==> src/rtl/ps2_keycode_rx_pkg.sv <==
// Shared definitions for the PS/2 keycode receiver: prefix bytes,
// frame FSM states and the event record stored in the FIFO.
package ps2_pkg;

  localparam logic [7:0] PS2_EXT = 8'hE0;
  localparam logic [7:0] PS2_BRK = 8'hF0;

  typedef enum logic [1:0] {
    IDLE,
    DATA,
    PARITY,
    STOP
  } ps2_state_t;

  typedef struct packed {
    logic       ext;
    logic [7:0] code;
    logic       brk;
  } ps2_event_t;

endpackage

==> src/rtl/ps2_frame_rx.sv <==
// PS/2 line conditioning and 11-bit frame deframer: synchronise and
// glitch-filter both lines, then shift in bytes on falling PS2Clk edges.
module ps2_frame_rx
  import ps2_pkg::*;
#(
  parameter int FILTER_LEN     = 4,
  parameter int TIMEOUT_CYCLES = 20000
) (
  input  logic       clk,
  input  logic       rst_n,
  input  logic       PS2Clk,
  input  logic       PS2Data,
  output logic [7:0] rx_byte,
  output logic       byte_strobe,
  output logic       frame_err
);

  localparam int CW = $clog2(FILTER_LEN);
  localparam int TW = $clog2(TIMEOUT_CYCLES);

  // index 0 carries PS2Clk, index 1 carries PS2Data
  logic [1:0]    s1, s2, filt;
  logic [CW-1:0] fcnt [2];
  logic          clk_prev;

  ps2_state_t    state, next;
  logic [2:0]    bit_cnt;
  logic [7:0]    shift;
  logic          par_bit;
  logic [TW-1:0] timer;

  logic fall, data_f, timeout, stop_ok, stop_bad;

  // A filtered line only follows the synchroniser after FILTER_LEN differing samples
  always_ff @(posedge clk or negedge rst_n) begin
    if (!rst_n) begin
      s1       <= 2'b11;
      s2       <= 2'b11;
      filt     <= 2'b11;
      clk_prev <= 1'b1;
      for (int i = 0; i < 2; i++) fcnt[i] <= '0;
    end else begin
      s1       <= {PS2Data, PS2Clk};
      s2       <= s1;
      clk_prev <= filt[0];
      for (int i = 0; i < 2; i++) begin
        if (s2[i] == filt[i]) begin
          fcnt[i] <= '0;
        end else if (fcnt[i] == CW'(FILTER_LEN - 1)) begin
          filt[i] <= s2[i];
          fcnt[i] <= '0;
        end else begin
          fcnt[i] <= fcnt[i] + 1'b1;
        end
      end
    end
  end

  assign fall     = clk_prev & ~filt[0];
  assign data_f   = filt[1];
  assign timeout  = (state != IDLE) && !fall && (timer == TW'(TIMEOUT_CYCLES - 1));
  assign stop_ok  = (state == STOP) && fall && data_f && (^{shift, par_bit});
  assign stop_bad = (state == STOP) && fall && !(data_f && (^{shift, par_bit}));

  always_ff @(posedge clk or negedge rst_n) begin
    if (!rst_n) state <= IDLE;
    else        state <= next;
  end

  always_comb begin
    next = state;
    case (state)
      IDLE:    if (fall && !data_f) next = DATA;
      DATA:    if (fall && bit_cnt == 3'd7) next = PARITY;
      PARITY:  if (fall) next = STOP;
      STOP:    if (fall) next = IDLE;
      default: next = IDLE;
    endcase
    if (timeout) next = IDLE;
  end

  always_ff @(posedge clk or negedge rst_n) begin
    if (!rst_n) begin
      bit_cnt     <= '0;
      shift       <= '0;
      par_bit     <= 1'b0;
      timer       <= '0;
      rx_byte     <= '0;
      byte_strobe <= 1'b0;
      frame_err   <= 1'b0;
    end else begin
      byte_strobe <= stop_ok;
      frame_err   <= stop_bad | timeout;
      if (stop_ok) rx_byte <= shift;
      if (state == IDLE || fall) timer <= '0;
      else                       timer <= timer + 1'b1;
      if (state == IDLE) begin
        bit_cnt <= '0;
      end else if (state == DATA && fall) begin
        shift   <= {data_f, shift[7:1]};
        bit_cnt <= bit_cnt + 1'b1;
      end
      if (state == PARITY && fall) par_bit <= data_f;
    end
  end

endmodule

==> src/rtl/ps2_keycode_rx.sv <==
// PS/2 keyboard receiver top: folds E0/F0 prefixes into make/break events
// and queues them in a first-word-fall-through FIFO with valid/ready.
module ps2_keycode_rx
  import ps2_pkg::*;
#(
  parameter int FILTER_LEN     = 4,
  parameter int FIFO_DEPTH     = 8,
  parameter int TIMEOUT_CYCLES = 20000
) (
  input  logic                          clk,
  input  logic                          rst_n,
  input  logic                          PS2Clk,
  input  logic                          PS2Data,
  output logic [15:0]                   keycode,
  output logic                          key_break,
  output logic                          key_valid,
  input  logic                          key_ready,
  output logic [$clog2(FIFO_DEPTH):0]   fifo_count,
  output logic                          frame_err,
  output logic                          overflow
);

  localparam int AW = $clog2(FIFO_DEPTH);
  localparam logic [AW:0] FULL_CNT = (AW + 1)'(FIFO_DEPTH);

  logic [7:0]  rx_byte;
  logic        byte_strobe;
  logic        ext, brk, push;
  ps2_event_t  push_ev, head, hold;
  ps2_event_t  mem [FIFO_DEPTH];
  logic [AW-1:0] wptr, rptr;
  logic [AW:0]   count;
  logic        pop, full, wr;

  ps2_frame_rx #(
    .FILTER_LEN    (FILTER_LEN),
    .TIMEOUT_CYCLES(TIMEOUT_CYCLES)
  ) u_frame (
    .clk        (clk),
    .rst_n      (rst_n),
    .PS2Clk     (PS2Clk),
    .PS2Data    (PS2Data),
    .rx_byte    (rx_byte),
    .byte_strobe(byte_strobe),
    .frame_err  (frame_err)
  );

  // Prefix bytes only arm flags; the next ordinary byte carries them into the event
  always_ff @(posedge clk or negedge rst_n) begin
    if (!rst_n) begin
      ext     <= 1'b0;
      brk     <= 1'b0;
      push    <= 1'b0;
      push_ev <= '0;
    end else begin
      push <= 1'b0;
      if (frame_err) begin
        ext <= 1'b0;
        brk <= 1'b0;
      end else if (byte_strobe) begin
        if (rx_byte == PS2_EXT) begin
          ext <= 1'b1;
        end else if (rx_byte == PS2_BRK) begin
          brk <= 1'b1;
        end else begin
          push         <= 1'b1;
          push_ev.ext  <= ext;
          push_ev.code <= rx_byte;
          push_ev.brk  <= brk;
          ext          <= 1'b0;
          brk          <= 1'b0;
        end
      end
    end
  end

  assign key_valid  = (count != '0);
  assign full       = (count == FULL_CNT);
  assign pop        = key_valid & key_ready;
  assign wr         = push & (~full | pop);
  assign fifo_count = count;

  always_ff @(posedge clk) begin
    if (wr) mem[wptr] <= push_ev;
  end

  // hold keeps the last popped entry so outputs stay put while empty
  always_ff @(posedge clk or negedge rst_n) begin
    if (!rst_n) begin
      wptr     <= '0;
      rptr     <= '0;
      count    <= '0;
      hold     <= '0;
      overflow <= 1'b0;
    end else begin
      overflow <= push & full & ~pop;
      if (wr) wptr <= wptr + 1'b1;
      if (pop) begin
        rptr <= rptr + 1'b1;
        hold <= mem[rptr];
      end
      case ({wr, pop})
        2'b10:   count <= count + 1'b1;
        2'b01:   count <= count - 1'b1;
        default: count <= count;
      endcase
    end
  end

  assign head      = key_valid ? mem[rptr] : hold;
  assign keycode   = {head.ext ? PS2_EXT : 8'h00, head.code};
  assign key_break = head.brk;

endmodule

==> config.mk <==
export PLATFORM = sky130hd
export DESIGN_NAME = ps2_keycode_rx
export DESIGN_NICKNAME = d
export VERILOG_FILES = /design/src/rtl/ps2_keycode_rx_pkg.sv /design/src/rtl/ps2_frame_rx.sv /design/src/rtl/ps2_keycode_rx.sv
export SDC_FILE = /design/constraint.sdc
export NUM_CORES = 1
export LEC_CHECK = 0
export CAP_MARGIN = 20
export CORE_MARGIN = 8
export CORE_UTILIZATION = 60
export CTS_CLUSTER_DIAMETER = 100
export DETAILED_ROUTE_END_ITERATION = 8
export PLACE_DENSITY = 0.79
export SYNTH_ARGS = -nofsm -noshare
export SYNTH_HDL_FRONTEND = slang
export SYNTH_HIERARCHICAL = 1
export SYNTH_SLANG_ARGS = --single-unit
==> constraint.sdc <==
create_clock -name clk -period 2.9 [get_ports clk]
set_input_delay 0.58 -clock clk [delete_from_list [all_inputs] [get_ports clk]]
set_output_delay 0.58 -clock clk [all_outputs]
set_load 0.01 [all_outputs]
==> flow_results.org <==
** Route
- WL final :: 13.0 mm
- Vias per std cell :: 5.90
- The first detailed-routing pass took 5 iterations.
- In this run the remaining antenna-violating nets after routing total 0.
- Dividing the detail-routed wire length by the instance count gives 18.4 µm.
- Detailed-route via count :: 4,157
- The first routing iteration left 336 violations.
- After detailed routing, the number of remaining DRC violations is 0.

** Pwr
- In this run the power density over the cells is 913 nW/µm².
- Cell internal power was estimated by the tool at 4980 µW.
- The clock network accounts for 28.5% of the total power.
- Net switching fraction of the power :: 32.4%
- Sequential cells burn 40.8% of the power.
- The analysis attributes to net switching a power of 2390 µW.
- Leakage :: 0.00335 µW
- Across the VDD grid, the largest voltage drop is 811 µV.
- In this run, the combinational gates consume 30.6% of the power.

** Placement
- Final weighted congestion in routability-driven placement :: 0.759
- Port buffering added 23 buffers.
- Half-perimeter wire length after placement :: 8.03 mm
- Once placement finished, the instance area stood at 7460 µm².

** Critical path
- Along the worst path, the maximum fanout reaches 18.
- The setup path with the least slack is of type reg -> out.
- Type of element launching the critical path :: flop
- Worst Path Arrival :: 2220 ps
- STA puts the critical path data required time at 2320 ps.
- STA classifies the critical path endpoint as a primary output.

** Yosys
- Ranking of synthesized cells by area :: edfxtp_1 (34%), dfrtp_1 (27%), mux2_2 (7.0%)
- Fraction of synthesis flops using an asynchronous set or reset pin :: 51.2%
- The biggest area contributor in the post-synthesis netlist is edfxtp_1.
- Number of register bits inferred by synthesis :: 164
- For this run, the number of Yosys warnings is 6.
- Counting flops with a built-in enable in the synthesized netlist gives 80.
- The synthesized netlist contains 49 unique library cells.
- Each instance of the synthesized netlist takes up on average 13.8 µm².
- Dominant cell by count in the synthesized netlist :: edfxtp_1
- Leading register cell type out of synthesis :: edfxtp_1
- Area fraction of the dominant cell type after synthesis :: 34.1%
- Summing every instance area after synthesis gives 7040 µm².
- Sequential fraction of the synthesis area :: 64.1%
- In the synthesized netlist, the number of instances is 511.
- Ranking of synthesized cells by instance count :: edfxtp_1 (80), dfrtp_1 (77), mux2_2 (44)

** Clock network
- Clock insertion delay at the later pin of the skew report :: 420 ps
- The clock drives 164 sinks.
- Clk Tree Root Cell :: clkbuf_16
- CTS buffer count :: 17
- After clock tree synthesis, the clock-pin slew on the worst setup and hold paths is 60 ps.
- The clock passes through at most 2 buffers.
- CTS H-tree lvls :: 4
- TritonCTS built the clock tree.

** Die
- Standard-cell row count :: 39
- The floorplan step set the die width to 124 µm.
- CORE AREA :: 11,400 µm²
- For this design the top-level I/O count stands at 29.
- Total die area :: 15,500 µm²
- Effective utilization at floorplan :: 61.7%
- Die span in y :: 124 µm

** Global route
- The number of global-route vias before repair came to 4,300.
- After global routing the overflow that remains totals 0.
- Entering global routing, the biggest net connects 44 pins.
- The initial antenna violation count was 0.
- Tot GR Track Use :: 17.5%
- Wire length of the first global-routing pass :: 21.9 mm

** Timing
- Slew at the pin closest to its max-slew limit :: 700 ps
- Setup repair after global routing left no endpoint under its margin.
- Fmax :: 357 MHz
- Measured against its own limit, the worst slew margin works out to 53.1%.
- Setup violators final :: 0
- Final count of hold timing violations :: 0
- Post-Route Setup TNS :: 0 ps
- Of the available clock period, the critical path in the final layout requires 96.5%.
- The final-report max-slew violation count is 0.
- Layout Skew :: 6.64 ps
- Tmin final :: 2800 ps

** Final layout
- Net count reported at finish :: 567
- Fill cell instance count of the final layout :: 736
- Layout cells sized above 1 :: 20.3%
- Diode count :: 0
- Area Growth Syn to Fin :: 14.6%
- Summed area of non-filler cells in the final layout :: 8070 µm²

** Hold path
- The worst hold path belongs to the class in -> async.

** Run
- The tool flagged a number of max-cap violations equal to 0.

** Status
- The run finished with clean final reports.
==> metal layers <==
layer	GRT usage [%]	share of wire, %	vias to the layer above
met5	0	0	-
met1	21.3	42	2055
li1	-	-	1967
met2	29.1	50	114
met3	5.74	5.7	21
met4	5.10	1.4	0
==> cells in the final DEF, fill, tap and decap left out, types with 4 or more instances in the layout <==
cell type	instances
conb_1	5
clkdlybuf4s50_1	10
mux2_2	44
nand2b_1	6
dfstp_2	7
a21oi_1	6
buf_4	17
mux2i_1	21
inv_1	12
nand2_1	39
xor2_1	11
xnor2_1	17
and3_1	4
nor3_1	13
inv_6	5
nor2b_1	4
o211ai_1	5
a22o_1	10
o31ai_1	20
o21ai_0	8
nor2_1	27
dfrtp_1	76
o22ai_1	10
dlygate4sd2_1	9
clkbuf_16	17
edfxtp_1	80
nand3_1	11
ha_1	13
==> power by group through the flow <==
| stage | registers (µW) | logic (µW) | clock network (µW) |
|---|---|---|---|
| floorplan | 2940 | 1610 | 0 |
| detailed placement | 3050 | 2250 | 0 |
| global placement | 3030 | 2160 | 0 |
| CTS | 3010 | 2280 | 2140 |
| global route | 3050 | 2480 | 2240 |
| finish | 3010 | 2260 | 2100 |
==> cell type report <==
| type | count | area [µm²] | share of cell area, % |
|---|---|---|---|
| repair buffers | 43 | 428 | 5.30 |
| inverters | 12 | 45.0 | 0.558 |
| flip-flops and latches | 164 | 4510 | 55.9 |
| clock buffers | 17 | 425 | 5.27 |
| clock inverters | 15 | 130 | 1.61 |
| multi-input cells | 311 | 2350 | 29.1 |
| well taps | 143 | 179 | 2.22 |
==> stage by stage <==
stage	power, µW	instances	hold WS [ps]	util [%]	setup slack (ps)
finish	7370	705	159	70.7	102
global route	7770	705	200	70.7	44.2
CTS	7430	705	172	70.6	22.0
detailed placement	5300	670	351	65.4	289
global placement	5190	670	350	65.4	360
floorplan	4550	515	284	-	439
==> worst max-delay path, stage by stage (launching register included) <==
cell and delay (ps):
dfrtp_2 440, bufbuf_16 350, mux2_2 360, o22ai_1 240, o31ai_1 120, dlygate4sd2_1 290
==> worst paths after layout <==
kind                               startpoint  depth (start not counted)  slack [ps]               end
worst max-delay path                  rptr[0]                          5         100        keycode[7]
worst min-delay path                    rst_n                          1         160  u_frame/timer[6]
worst max register to register  fifo_count[2]                          6         780     fifo_count[2]
worst min register to register  u_frame/s1[0]                          0         360     u_frame/s2[0]
max in group asynchronous               rst_n                          2        2070   u_frame/filt[1]
min in group clk                u_frame/s1[0]                          0         360     u_frame/s2[0]
==> cell families (layout without fill, tap and decap cells) <==
family	count (synthesis)	after routing	share of synthesized area [%]
other	1	5	0.0533
buffers and inverters	40	87	3.02
adders and majority gates	13	13	2.31
xor gates and xnor gates	29	29	3.82
muxes	65	65	10.0
AOI/OAI and AO/OA	79	79	8.42
DFF	164	164	64.1
and+or+nand+nor	120	120	8.26
==> repair_timing <==
action | CTS | global route
buffers inserted | 2 | 0
gates cloned | 1 | 0
hold buffers | 0 | 0
endpoints found under the setup margin | 12 | 3
gates resized for setup | 11 | 4
==> state kept, by name, summed over array words and instances, names as in the netlist, 2 cells and up <==
signal / flops
rptr: 3
push_ev: 10
u_frame/s1: 2
u_frame/timer: 15
u_frame/rx_byte: 8
u_frame/bit_cnt: 3
fifo_count: 4
u_frame/state: 2
u_frame/fcnt: 4
u_frame/shift: 8
u_frame/s2: 2
mem: 80
hold: 10
u_frame/filt: 2
wptr: 3
Power figures use the tool's default switching activity.
